### src/rtl/_sipo_loader8_pkg.sv
// Shared constants for the serial loader and its downstream register bank.
// Holds the FSM state encoding, default word width and counter sizing helper.
package _sipo_loader8_pkg;

  localparam int SIPO_WIDTH = 8;

  typedef enum logic [1:0] {
    ST_IDLE  = 2'b00,
    ST_SHIFT = 2'b01,
    ST_HOLD  = 2'b10
  } state_e;

  function automatic int cnt_width(input int w);
    return $clog2(w + 2);
  endfunction

endpackage

### src/rtl/_sipo_loader8_shift_reg.sv
// WIDTH-bit serial shift register with enable and async clear.
// Ports: clk, clr_i (async clear), en_i, bit_i, next_o (value after this edge).
module _shift_reg #(
  parameter int WIDTH     = 8,
  parameter int MSB_FIRST = 0
) (
  input  logic             clk,
  input  logic             clr_i,
  input  logic             en_i,
  input  logic             bit_i,
  output logic [WIDTH-1:0] next_o
);

  logic [WIDTH-1:0] sr_q;
  logic [WIDTH-1:0] sr_d;

  // LSB-first: new bits enter at the top so the
  // first bit ends in [0] after WIDTH shifts.
  always_comb begin
    sr_d = sr_q;
    if (en_i) begin
      if (MSB_FIRST != 0)
        sr_d = {sr_q[WIDTH-2:0], bit_i};
      else
        sr_d = {bit_i, sr_q[WIDTH-1:1]};
    end
  end

  always_ff @(posedge clk or posedge clr_i) begin
    if (clr_i) sr_q <= '0;
    else       sr_q <= sr_d;
  end

  // Exposed so the word can be captured on the
  // same edge that samples the final data bit.
  assign next_o = sr_d;

endmodule

### src/rtl/_sipo_loader8.sv
// Serial-in parallel-out loader with valid/ack handshake.
// Ports: clk, reset, start, s_in, ack -> busy, valid, q, parity_err
// (parity_err exists only when SIPO_PARITY_EN is defined).
module _sipo_loader8
  import _sipo_loader8_pkg::*;
#(
  parameter int WIDTH     = SIPO_WIDTH,
  parameter int MSB_FIRST = 0
) (
  input  logic             clk,
  input  logic             reset,
  input  logic             start,
  input  logic             s_in,
  input  logic             ack,
  output logic             busy,
  output logic             valid,
  output logic [WIDTH-1:0] q
`ifdef SIPO_PARITY_EN
  ,
  output logic             parity_err
`endif
);

  localparam int CW = cnt_width(WIDTH);
`ifdef SIPO_PARITY_EN
  localparam int FRAME = WIDTH + 1;
`else
  localparam int FRAME = WIDTH;
`endif
  localparam logic [CW-1:0] LAST = CW'(FRAME - 1);
  localparam logic [CW-1:0] WLIM = CW'(WIDTH);

  state_e           state_q, state_d;
  logic [CW-1:0]    cnt_q, cnt_d;
  logic [WIDTH-1:0] word_q, word_d;
  logic [WIDTH-1:0] sr_next;
  logic             sh_en;
  logic             last_bit;

`ifdef SIPO_PARITY_EN
  logic par_q, par_d;
  logic perr_q, perr_d;
`endif

  _shift_reg #(
    .WIDTH     (WIDTH),
    .MSB_FIRST (MSB_FIRST)
  ) u_sr (
    .clk    (clk),
    .clr_i  (reset),
    .en_i   (sh_en),
    .bit_i  (s_in),
    .next_o (sr_next)
  );

  always_comb begin
    state_d  = state_q;
    cnt_d    = cnt_q;
    word_d   = word_q;
    sh_en    = 1'b0;
    last_bit = (cnt_q == LAST);
`ifdef SIPO_PARITY_EN
    par_d  = par_q;
    perr_d = perr_q;
`endif
    unique case (state_q)
      ST_IDLE: begin
        if (start) begin
          state_d = ST_SHIFT;
          cnt_d   = '0;
`ifdef SIPO_PARITY_EN
          par_d   = 1'b0;
`endif
        end
      end
      ST_SHIFT: begin
        // Parity bit is not shifted in.
        sh_en = (cnt_q < WLIM);
        cnt_d = cnt_q + CW'(1);
`ifdef SIPO_PARITY_EN
        par_d = par_q ^ s_in;
`endif
        if (last_bit) begin
          state_d = ST_HOLD;
          word_d  = sr_next;
`ifdef SIPO_PARITY_EN
          perr_d  = par_q ^ s_in;
`endif
        end
      end
      ST_HOLD: begin
        if (ack) state_d = ST_IDLE;
      end
      default: state_d = ST_IDLE;
    endcase
  end

  always_ff @(posedge clk or posedge reset) begin
    if (reset) begin
      state_q <= ST_IDLE;
      cnt_q   <= '0;
      word_q  <= '0;
`ifdef SIPO_PARITY_EN
      par_q   <= 1'b0;
      perr_q  <= 1'b0;
`endif
    end else begin
      state_q <= state_d;
      cnt_q   <= cnt_d;
      word_q  <= word_d;
`ifdef SIPO_PARITY_EN
      par_q   <= par_d;
      perr_q  <= perr_d;
`endif
    end
  end

  assign busy  = (state_q != ST_IDLE);
  assign valid = (state_q == ST_HOLD);
  assign q     = word_q;
`ifdef SIPO_PARITY_EN
  assign parity_err = perr_q;
`endif

endmodule

### config.mk
export PLATFORM = sky130hd
export DESIGN_NAME = _sipo_loader8
export DESIGN_NICKNAME = d
export VERILOG_FILES = /design/src/rtl/_sipo_loader8_pkg.sv /design/src/rtl/_sipo_loader8_shift_reg.sv /design/src/rtl/_sipo_loader8.sv
export SDC_FILE = /design/constraint.sdc
export NUM_CORES = 1
export LEC_CHECK = 0
export CAP_MARGIN = 20
export CORE_MARGIN = 8
export CORE_UTILIZATION = 45
export DETAILED_ROUTE_END_ITERATION = 7
export PLACE_DENSITY_LB_ADDON = 0.05
export SYNTH_ARGS = -nofsm -noshare
export SYNTH_HDL_FRONTEND = slang
export SYNTH_SLANG_ARGS = --single-unit
### constraint.sdc
create_clock -name clk -period 1.3 [get_ports clk]
set_input_delay 0.13 -clock clk [delete_from_list [all_inputs] [get_ports clk]]
set_output_delay 0.13 -clock clk [all_outputs]
set_load 0.005 [all_outputs]
After elaboration in Yosys (flattened, before gate mapping)

Index checks and enable logic that the tools add are counted.

Register bits after elaboration: 22
Bits of input ports: 5
Output and inout port bits: 10
Word-level logic and storage cells: 26

Add/subtract/negate cells: 1
Magnitude comparators: 1
Eq/ne operators: 6
Multiplexer cells: 8
Reduce and logical (&&, ||, !) cells: 6

Operators by type and width:

| cell                                                                  | count |
|---|---|
| 8-bit 2-to-1 mux                                                      | 1 |
| 4-bit one-hot mux with 2 select lines                                 | 1 |
| 2-bit 2-to-1 mux                                                      | 3 |
| 2-bit inequality test, second input constant                          | 3 |
| 2-bit one-hot mux with 3 select lines                                 | 1 |
| 4-bit by 1-bit adder with 4-bit output, second input constant         | 1 |
| 4-bit by 3-bit equality test with 1-bit output, second input constant | 1 |
| 4-bit < comparator, second input constant                             | 1 |
| 4-bit 2-to-1 mux                                                      | 1 |
| 2-bit AND reduction                                                   | 2 |
| 2-bit nonzero test                                                    | 2 |
| 3-bit AND reduction                                                   | 1 |
| 2-bit by 1-bit equality test with 1-bit output, second input constant | 1 |
| 2-bit equality test, second input constant                            | 1 |
| 2-bit zero test                                                       | 1 |
| 1-bit 2-to-1 mux                                                      | 1 |

Depth between registers and ports, before layout

Gate-level depths: netlist (run 1).

Depth in word-level cells: 3
Gate-level depth with buffers: 4
Gate-level depth less buffers: 4

Cells and area by module

From an unflattened synthesis (run 1), not the netlist that was laid out.

Cell total of the unflattened synthesis: 65
Area total of the unflattened synthesis: 935.9 um2

By module, submodules not included:

| module        | times used | cells an instance | area each (um2) | seq. area each (um2) |
|---|---|---|---|---|
| _sipo_loader8 | 1          | 47                | 600.6           | 350.3 |
| _shift_reg    | 1          | 18                | 335.3           | 200.2 |

Worst setup path before layout (run 1)

No wires, ideal clock.

Kind: reg-to-reg
From: register cnt_q[0]
To: register word_q[7] (netlist: q[7])
Library setup time: 125 ps
Arrival time: 1284 ps
Required time: 1175 ps
Slack: -109 ps
Cell stages (with the launch flop): 5
Path buffers: 0
Period minus slack after synthesis: 1409 ps
Cell sequence: dfrtp_1 ha_1 nand2_1 nor3_4 mux2_2

Word-level cells in the longest chain between the ends: 3
Elaborated cells on any way between the ends: 5
Classes of those cells: 1 x order compare; 1 x eq/ne; 2 x mux; 1 x reduce/logical

Ends and longest elaborated chain:

| element                  | line                          | text |
|---|---|---|
| start: declaration       | _sipo_loader8.sv:34           | `logic [CW-1:0] cnt_q, cnt_d;` |
| start signal: assignment | _sipo_loader8.sv:109          | `cnt_q <= cnt_d;` |
| 4-bit < comparator       | _sipo_loader8.sv:78           | `sh_en = (cnt_q < WLIM);` |
| 1-bit 2-to-1 mux         | _sipo_loader8.sv:66           | `unique case (state_q)` |
| 8-bit 2-to-1 mux         | _sipo_loader8_shift_reg.sv:21 | `if (en_i) begin` |
| end signal: assignment   | _sipo_loader8.sv:110          | `word_q <= word_d;` |
| end: declaration         | _sipo_loader8.sv:35           | `logic [WIDTH-1:0] word_q, word_d;` |

Several ways; a longest one is shown, not always the timed one.
A chain may end at the register's enable or synchronous reset.

Worst setup path after layout (run 1)

From: register state_q[1]
To: register word_q[2] (netlist: q[2])

Word-level cells in the longest chain between the ends: 3
Elaborated cells on any way between the ends: 4
Classes of those cells: 1 x eq/ne; 2 x mux; 1 x reduce/logical

Ends and longest elaborated chain:

| element                                          | line                          | text |
|---|---|---|
| start: declaration                               | _sipo_loader8.sv:33           | `state_e state_q, state_d;` |
| start signal: assignment                         | _sipo_loader8.sv:108          | `state_q <= state_d;` |
| 2-bit by 1-bit equality test with 1-bit output * | _sipo_loader8.sv:66           |  |
| 1-bit 2-to-1 mux                                 | _sipo_loader8.sv:66           |  |
| 8-bit 2-to-1 mux                                 | _sipo_loader8_shift_reg.sv:21 |  |

Mark *: on every way between the ends. The rest lies on a longest branch, timed or not.

==> results.md, run 1 <==
* Yosys warnings at 0
* WL final at 1660 um
* Slew HR at 76.0%
* IO Pins at 15
* TritonCTS clock tree: built
* FILL cells at 163
* Final Skew at 0.00462 ns
* Mapped Cells at 61
* Die Height at 59.9 um
* Antenna Nets Post-Route at 0
* HPWL Detailed at 1180 um
* Final net count at 104
* Status: finished with violations
* CP startpoint: state_q[1]
* Reg2reg start: state_q[1]
* Worst-skew pair later-pin latency at 0.29 ns
* GRT overflow at 0
* Area post-placement at 0.00113 mm2
* Starting Density at 46.1%
* Final core occ at 68.0%
* IO buf count at 14
* Max-slew violations at 0
* DRC violations left at 0
* Sequential-to-total area share from yosys stat at 60.6%
* Vias in the first global route at 600
* First DRT Iteration DRCs at 9
* Leak at 0.629 nW
* Antenna violations before repair at 0
* Multi-input combinational cell area at 388 um2
* Final period util at 110%
* CP Class: register to register
* Root Driver: clkbuf_4
* Peak Freq at 696 MHz
* Post-route cell area at 0.00128 mm2
* Global-route wire length before repair at 2680 um
* Reg2Reg Setup Slack at -0.14 ns
* Num rows at 16
* CP endpoint: q[2]
* Ant. Diodes at 0
* TritonCTS buffer count at 3
* Sequential Area at 526 um2
* Mapped Nets at 67
* Element type at the critical path end: register
* Peak VDD IR at 1.36 mV
* H-tree depth at 1
* Distinct cells, synth at 22
* Place WS at -0.0941 ns
* DIE AREA at 0.00359 mm2
* Hold Crit Class: primary input to async pin
* Startpoint Class: register
* Area Growth Syn to Fin at 47.6%
* Setup_tns at -1.56 ns
* Placer congestion estimate at 0.767
* Post-Syn Area at 867 um2
* Core ar. at 0.00188 mm2
* Gr usage total at 10.1%
* Seq cells post-synth at 21
* Clock transition at path regs at 0.11 ns
* Max-cap viol count at 0
* Final hold slack at 0.153 ns
* Least-Margin Pin Slew at 0.359 ns
* Finish-stage setup viols at 15
* Worst path required time at 1.49 ns
* Hold Vio Cnt, Final at 0
* Final WS setup at -0.136 ns
* Pin count of the biggest net entering global routing at 22
* Die width at 59.9 um
* Worst R2R End: q[2]
* Failing checks: setup timing
* Wire per inst at 13.4 um
* P per Cell Area at 2310 mW/mm2
* Worst-path maximum fanout at 4
* RSZ-0062 raised after global routing: yes
* Fin crit period at 1.44 ns
* Via density at 4.82
* Pre-antenna DRT Iters at 4
* Hold Buf Count CTS at 0
* Via count at 598
* Share of layout cells above drive strength 1 at 50.5%
* Reg2Reg Depth at 5
* Post-Syn Area per Cell at 14.2 um2
* # clock sinks at 21
* Crit path arrival time at 1.63 ns
* CTS max path bufs at 2
==> routing by layer <==
layer / vias to the layer above / track usage (%) / part of all wire, %
met5: - / 0 / 0
met4: 0 / 5.10 / 0.84
met3: 2 / 2.58 / 5.0
met2: 13 / 14.8 / 47
met1: 297 / 13.2 / 47
li1: 286 / - / -
==> per-stage QoR <==
| step | instances | power (W) |
|---|---|---|
| 3_5_place_dp | 113 | 0.00249 |
| 5_1_grt | 124 | 0.00317 |
| 3_3_place_gp | 113 | 0.00245 |
| 6_report | 124 | 0.00296 |
| 2_1_floorplan | 61 | 0.00185 |
| 4_1_cts | 122 | 0.00293 |
==> what timing repair did <==
item | in CTS | in global routing
hold endpoints to repair | 0 | 0
cloned | 0 | 0
buffers inserted | 5 | 4
pin swaps | 2 | 5
gates resized for setup | 25 | 10
setup endpoints to repair | 20 | 19
==> cells in the mapped netlist, drive strengths merged <==
cell type	n	share of area (%)
mux2	15	19
a211o	1	1.0
and2b	1	1.0
nor2	2	1.2
o21ai	2	1.2
ha	1	1.4
mux2i	1	1.2
inv	3	1.3
and3	1	0.87
or2	1	0.72
a22o	1	1.0
nand2	3	1.3
nand2b	2	2.3
dfrtp	21	61
a21oi	1	0.58
nor3	2	2.5
a21o	1	1.0
o21bai	1	0.87
nand3	1	0.58
==> sequential cells by signal, summed over array words and instances (netlist names) <==
signal / cells
q: 8
u_sr.sr_q: 7
cnt_q: 4
state_q: 2
==> worst min path at each step <==
stage                     start            to  slack [ns]  depth (start not counted)
after floorplan           reset      cnt_q[0]        0.11                          1
after global placement    reset          q[0]        0.48                          3
after detailed placement  reset  u_sr.sr_q[1]        0.48                          3
after CTS                 reset  u_sr.sr_q[1]        0.15                          3
after global routing      reset  u_sr.sr_q[1]        0.18                          3
final                     reset          q[1]        0.15                          3
==> cells by family (layout without fill, tap and decap cells) <==
kind of cell / count (synthesis) / after routing / synth area share (%)
adders and majority gates: 1 / 1 / 1.44
muxes: 16 / 16 / 20.6
AOI/OAI and AO/OA: 7 / 7 / 5.63
buffers and inverters: 3 / 39 / 1.30
and+or+nand+nor: 13 / 13 / 10.4
DFF: 21 / 21 / 60.6
==> area by class of cell <==
type,instances,share of cell area (%)
Clock inverter,1,0.391
Sequential cell,21,41.1
Clock buffer,3,1.76
Tap cell,27,2.64
Timing Repair Buffer,32,23.0
Multi-Input combinational cell,37,30.3
Inverter,3,0.880
==> layout by cell type (no fill, tap or decap) <==
master	instances
a22o_1	1
ha_4	1
buf_4	11
nor3_4	1
and3_2	1
mux2i_1	1
mux2_2	7
clkdlybuf4s50_1	4
nor2_2	1
o21bai_1	1
nand3_1	1
a211o_1	1
nand2b_4	1
a21o_2	1
nor3_2	1
clkinv_2	1
mux2_4	8
dlygate4sd2_1	8
nand2_4	1
nand2b_1	1
buf_6	9
or2_4	1
inv_1	3
nand2_1	2
and2b_2	1
nor2_1	1
clkbuf_4	3
a21oi_1	1
o21ai_0	2
dfrtp_1	21
==> report_power, final <==
part | internal (W) | leakage, nW | switching, W | total (W)
logic | 0.000965 | 0.359 | 0.000508 | 0.00147
registers | 0.000975 | 0.252 | 0.000215 | 0.00119
clock network | 0.000114 | 0.0177 | 0.000186 | 0.000300
total | 0.00205 | 0.629 | 0.000909 | 0.00296
==> critical path, stage by stage, from the launching register on <==
cell and delay, ns:
dfrtp_1 0.42, buf_6 0.13, nand2b_4 0.15, nor3_4 0.17, buf_6 0.16, mux2_4 0.30
Power figures use the tool's default switching activity.
==> run 2, diff against run 1 <==
CORE_UTILIZATION = 40   (was 45)
==> run 2 against run 1 <==
The run still ends with setup timing left. Sequential share of layout area fell by 1.3 points. Maximum frequency fell by 0.14%. Critical endpoint is now q[4]. Combinational power rose by 12%. Final cell count rose by 5.6%. Count of clock-buffer cells in the layout did not move.
==> results.md, run 2 (synthesis results as in run 1) <==
* Status: finished with violations
* Failing checks: setup timing
* Peak VDD IR at 1.36 mV
* Most frequent cells in the layout: dfrtp_1, buf_4, mux2_4
* CP Class: register to register
* Worst-skew pair later-pin latency at 0.30 ns
* Hold Crit Class: primary input to async pin
* Die Height at 62.6 um
* Sw frac at 30.1%
* Core ar. at 0.00213 mm2
* Finish-stage setup viols at 16
* IO buf count at 14
* CTS max path bufs at 2
* IO Pins at 15
* DRC violations left at 0
* Flop pwr share at 37.7%
* Least-Margin Pin Slew at 0.261 ns
* Final period util at 111%
* Via count at 612
* WL final at 1780 um
* Startpoint Class: register
* Ant. Diodes at 0
* Max-slew violations at 0
* Switching power at 0.000941 W
* Starting Density at 40.8%
* H-tree depth at 1
* Leak at 0.662 nW
* Power Internal at 0.00219 W
* Placer congestion estimate at 0.768
* Worst-path maximum fanout at 4
* Slew HR at 82.6%
* DIE AREA at 0.00391 mm2
* Worst R2R End: q[4]
* Final net count at 110
* Pin count of the biggest net entering global routing at 22
* Antenna Nets Post-Route at 0
* Reg2Reg Depth at 5
* Post-route cell area at 0.00132 mm2
* Fin crit period at 1.44 ns
* Max-cap viol count at 0
* Wire per inst at 13.6 um
* Largest register FFs at 8
* Combinational Power Share at 52.5%
* Final Skew at 0.00304 ns
* Final WS setup at -0.138 ns
* Design Power at 0.00313 W
* HPWL Detailed at 1220 um
* Via density at 4.67
* TritonCTS buffer count at 3
* Peak Freq at 695 MHz
* RSZ-0062 raised after global routing: yes
* First DRT Iteration DRCs at 8
* Root Driver: clkbuf_4
* P per Cell Area at 2370 mW/mm2
* GRT overflow at 0
* Area Growth Syn to Fin at 52.4%
* Setup_tns at -1.69 ns
* Gr usage total at 9.51%
* Clock transition at path regs at 0.12 ns
* Antenna violations before repair at 0
* Leading cell type in the layout, fill and taps excluded: dfrtp_1
* Global-route wire length before repair at 3060 um
* Worst path required time at 1.49 ns
* Reg2Reg Setup Slack at -0.14 ns
* Share of layout cells above drive strength 1 at 54.4%
* Element type at the critical path end: register
* # clock sinks at 21
* Reg2reg start: cnt_q[1]
* Vias in the first global route at 686
* Area post-placement at 0.00115 mm2
* Crit path arrival time at 1.63 ns
* TritonCTS clock tree: built
* Clk pwr share at 9.8%
* Die width at 62.6 um
* Pre-antenna DRT Iters at 4
* Num rows at 17
* Hold Vio Cnt, Final at 0
-- run 2: timing repair --
| action | CTS | global route |
|---|---|---|
| hold buffers | 0 | 0 |
| setup endpoints to repair | 25 | 19 |
| gates cloned | 0 | 0 |
| resized for setup | 26 | 5 |
| buffers inserted | 9 | 3 |
| endpoints found under the hold margin | 0 | 0 |
| pin swaps | 1 | 2 |
-- run 2: critical path: stages (launching register included) --
cell	delay, ns
dfrtp_1	0.38
ha_2	0.21
nand2_4	0.06
nor3_4	0.22
buf_6	0.16
mux2_4	0.29
-- run 2: final cells by class --
type	count	area (um2)
Clock buffer	3	22.5
Clock inverter	1	5.00
Fill cell	182	806
Inverter	3	11.3
Multi-Input combinational cell	37	390
Sequential cell	21	526
Tap cell	28	35.0
Timing Repair Buffer	38	332
-- run 2: per-layer routing --
| layer | share of wire, % | up-vias | track usage (%) | wire length (um) |
|---|---|---|---|---|
| met3 | 4.6 | 2 | 3.41 | 82 |
| met2 | 48 | 13 | 14.6 | 862 |
| li1 | - | 298 | - | - |
| met5 | 0 | - | 0 | 0 |
| met4 | 0.79 | 0 | 5.13 | 14 |
| met1 | 46 | 299 | 11.3 | 820 |
-- run 2: power groups by stage --
stage | clock network [W] | registers [W] | logic (W)
floorplan | 0 | 0.00119 | 0.000666
global placement | 0 | 0.00120 | 0.00134
detailed placement | 0 | 0.00119 | 0.00136
CTS | 0.000321 | 0.00117 | 0.00158
global route | 0.000371 | 0.00122 | 0.00178
finish | 0.000308 | 0.00118 | 0.00164
-- run 2: stage by stage --
step	utilization (%)	cells	worst slack (ns)	hold WS [ns]
after floorplan	-	61	-0.106	0.107
after global placement	54.2	115	-0.0674	0.487
after detailed placement	54.2	115	-0.0943	0.482
after CTS	60.5	128	-0.127	0.152
after global routing	62.1	131	-0.198	0.151
final	62.1	131	-0.138	0.155
-- run 2: how the worst max path moves through the flow --
stage / from / to / cells past startpoint
2_1_floorplan: cnt_q[0] / q[7] / 4
3_3_place_gp: cnt_q[1] / q[3] / 5
3_5_place_dp: state_q[1] / q[2] / 4
4_1_cts: state_q[1] / q[7] / 5
5_1_grt: cnt_q[1] / q[7] / 5
6_report: cnt_q[1] / q[4] / 5
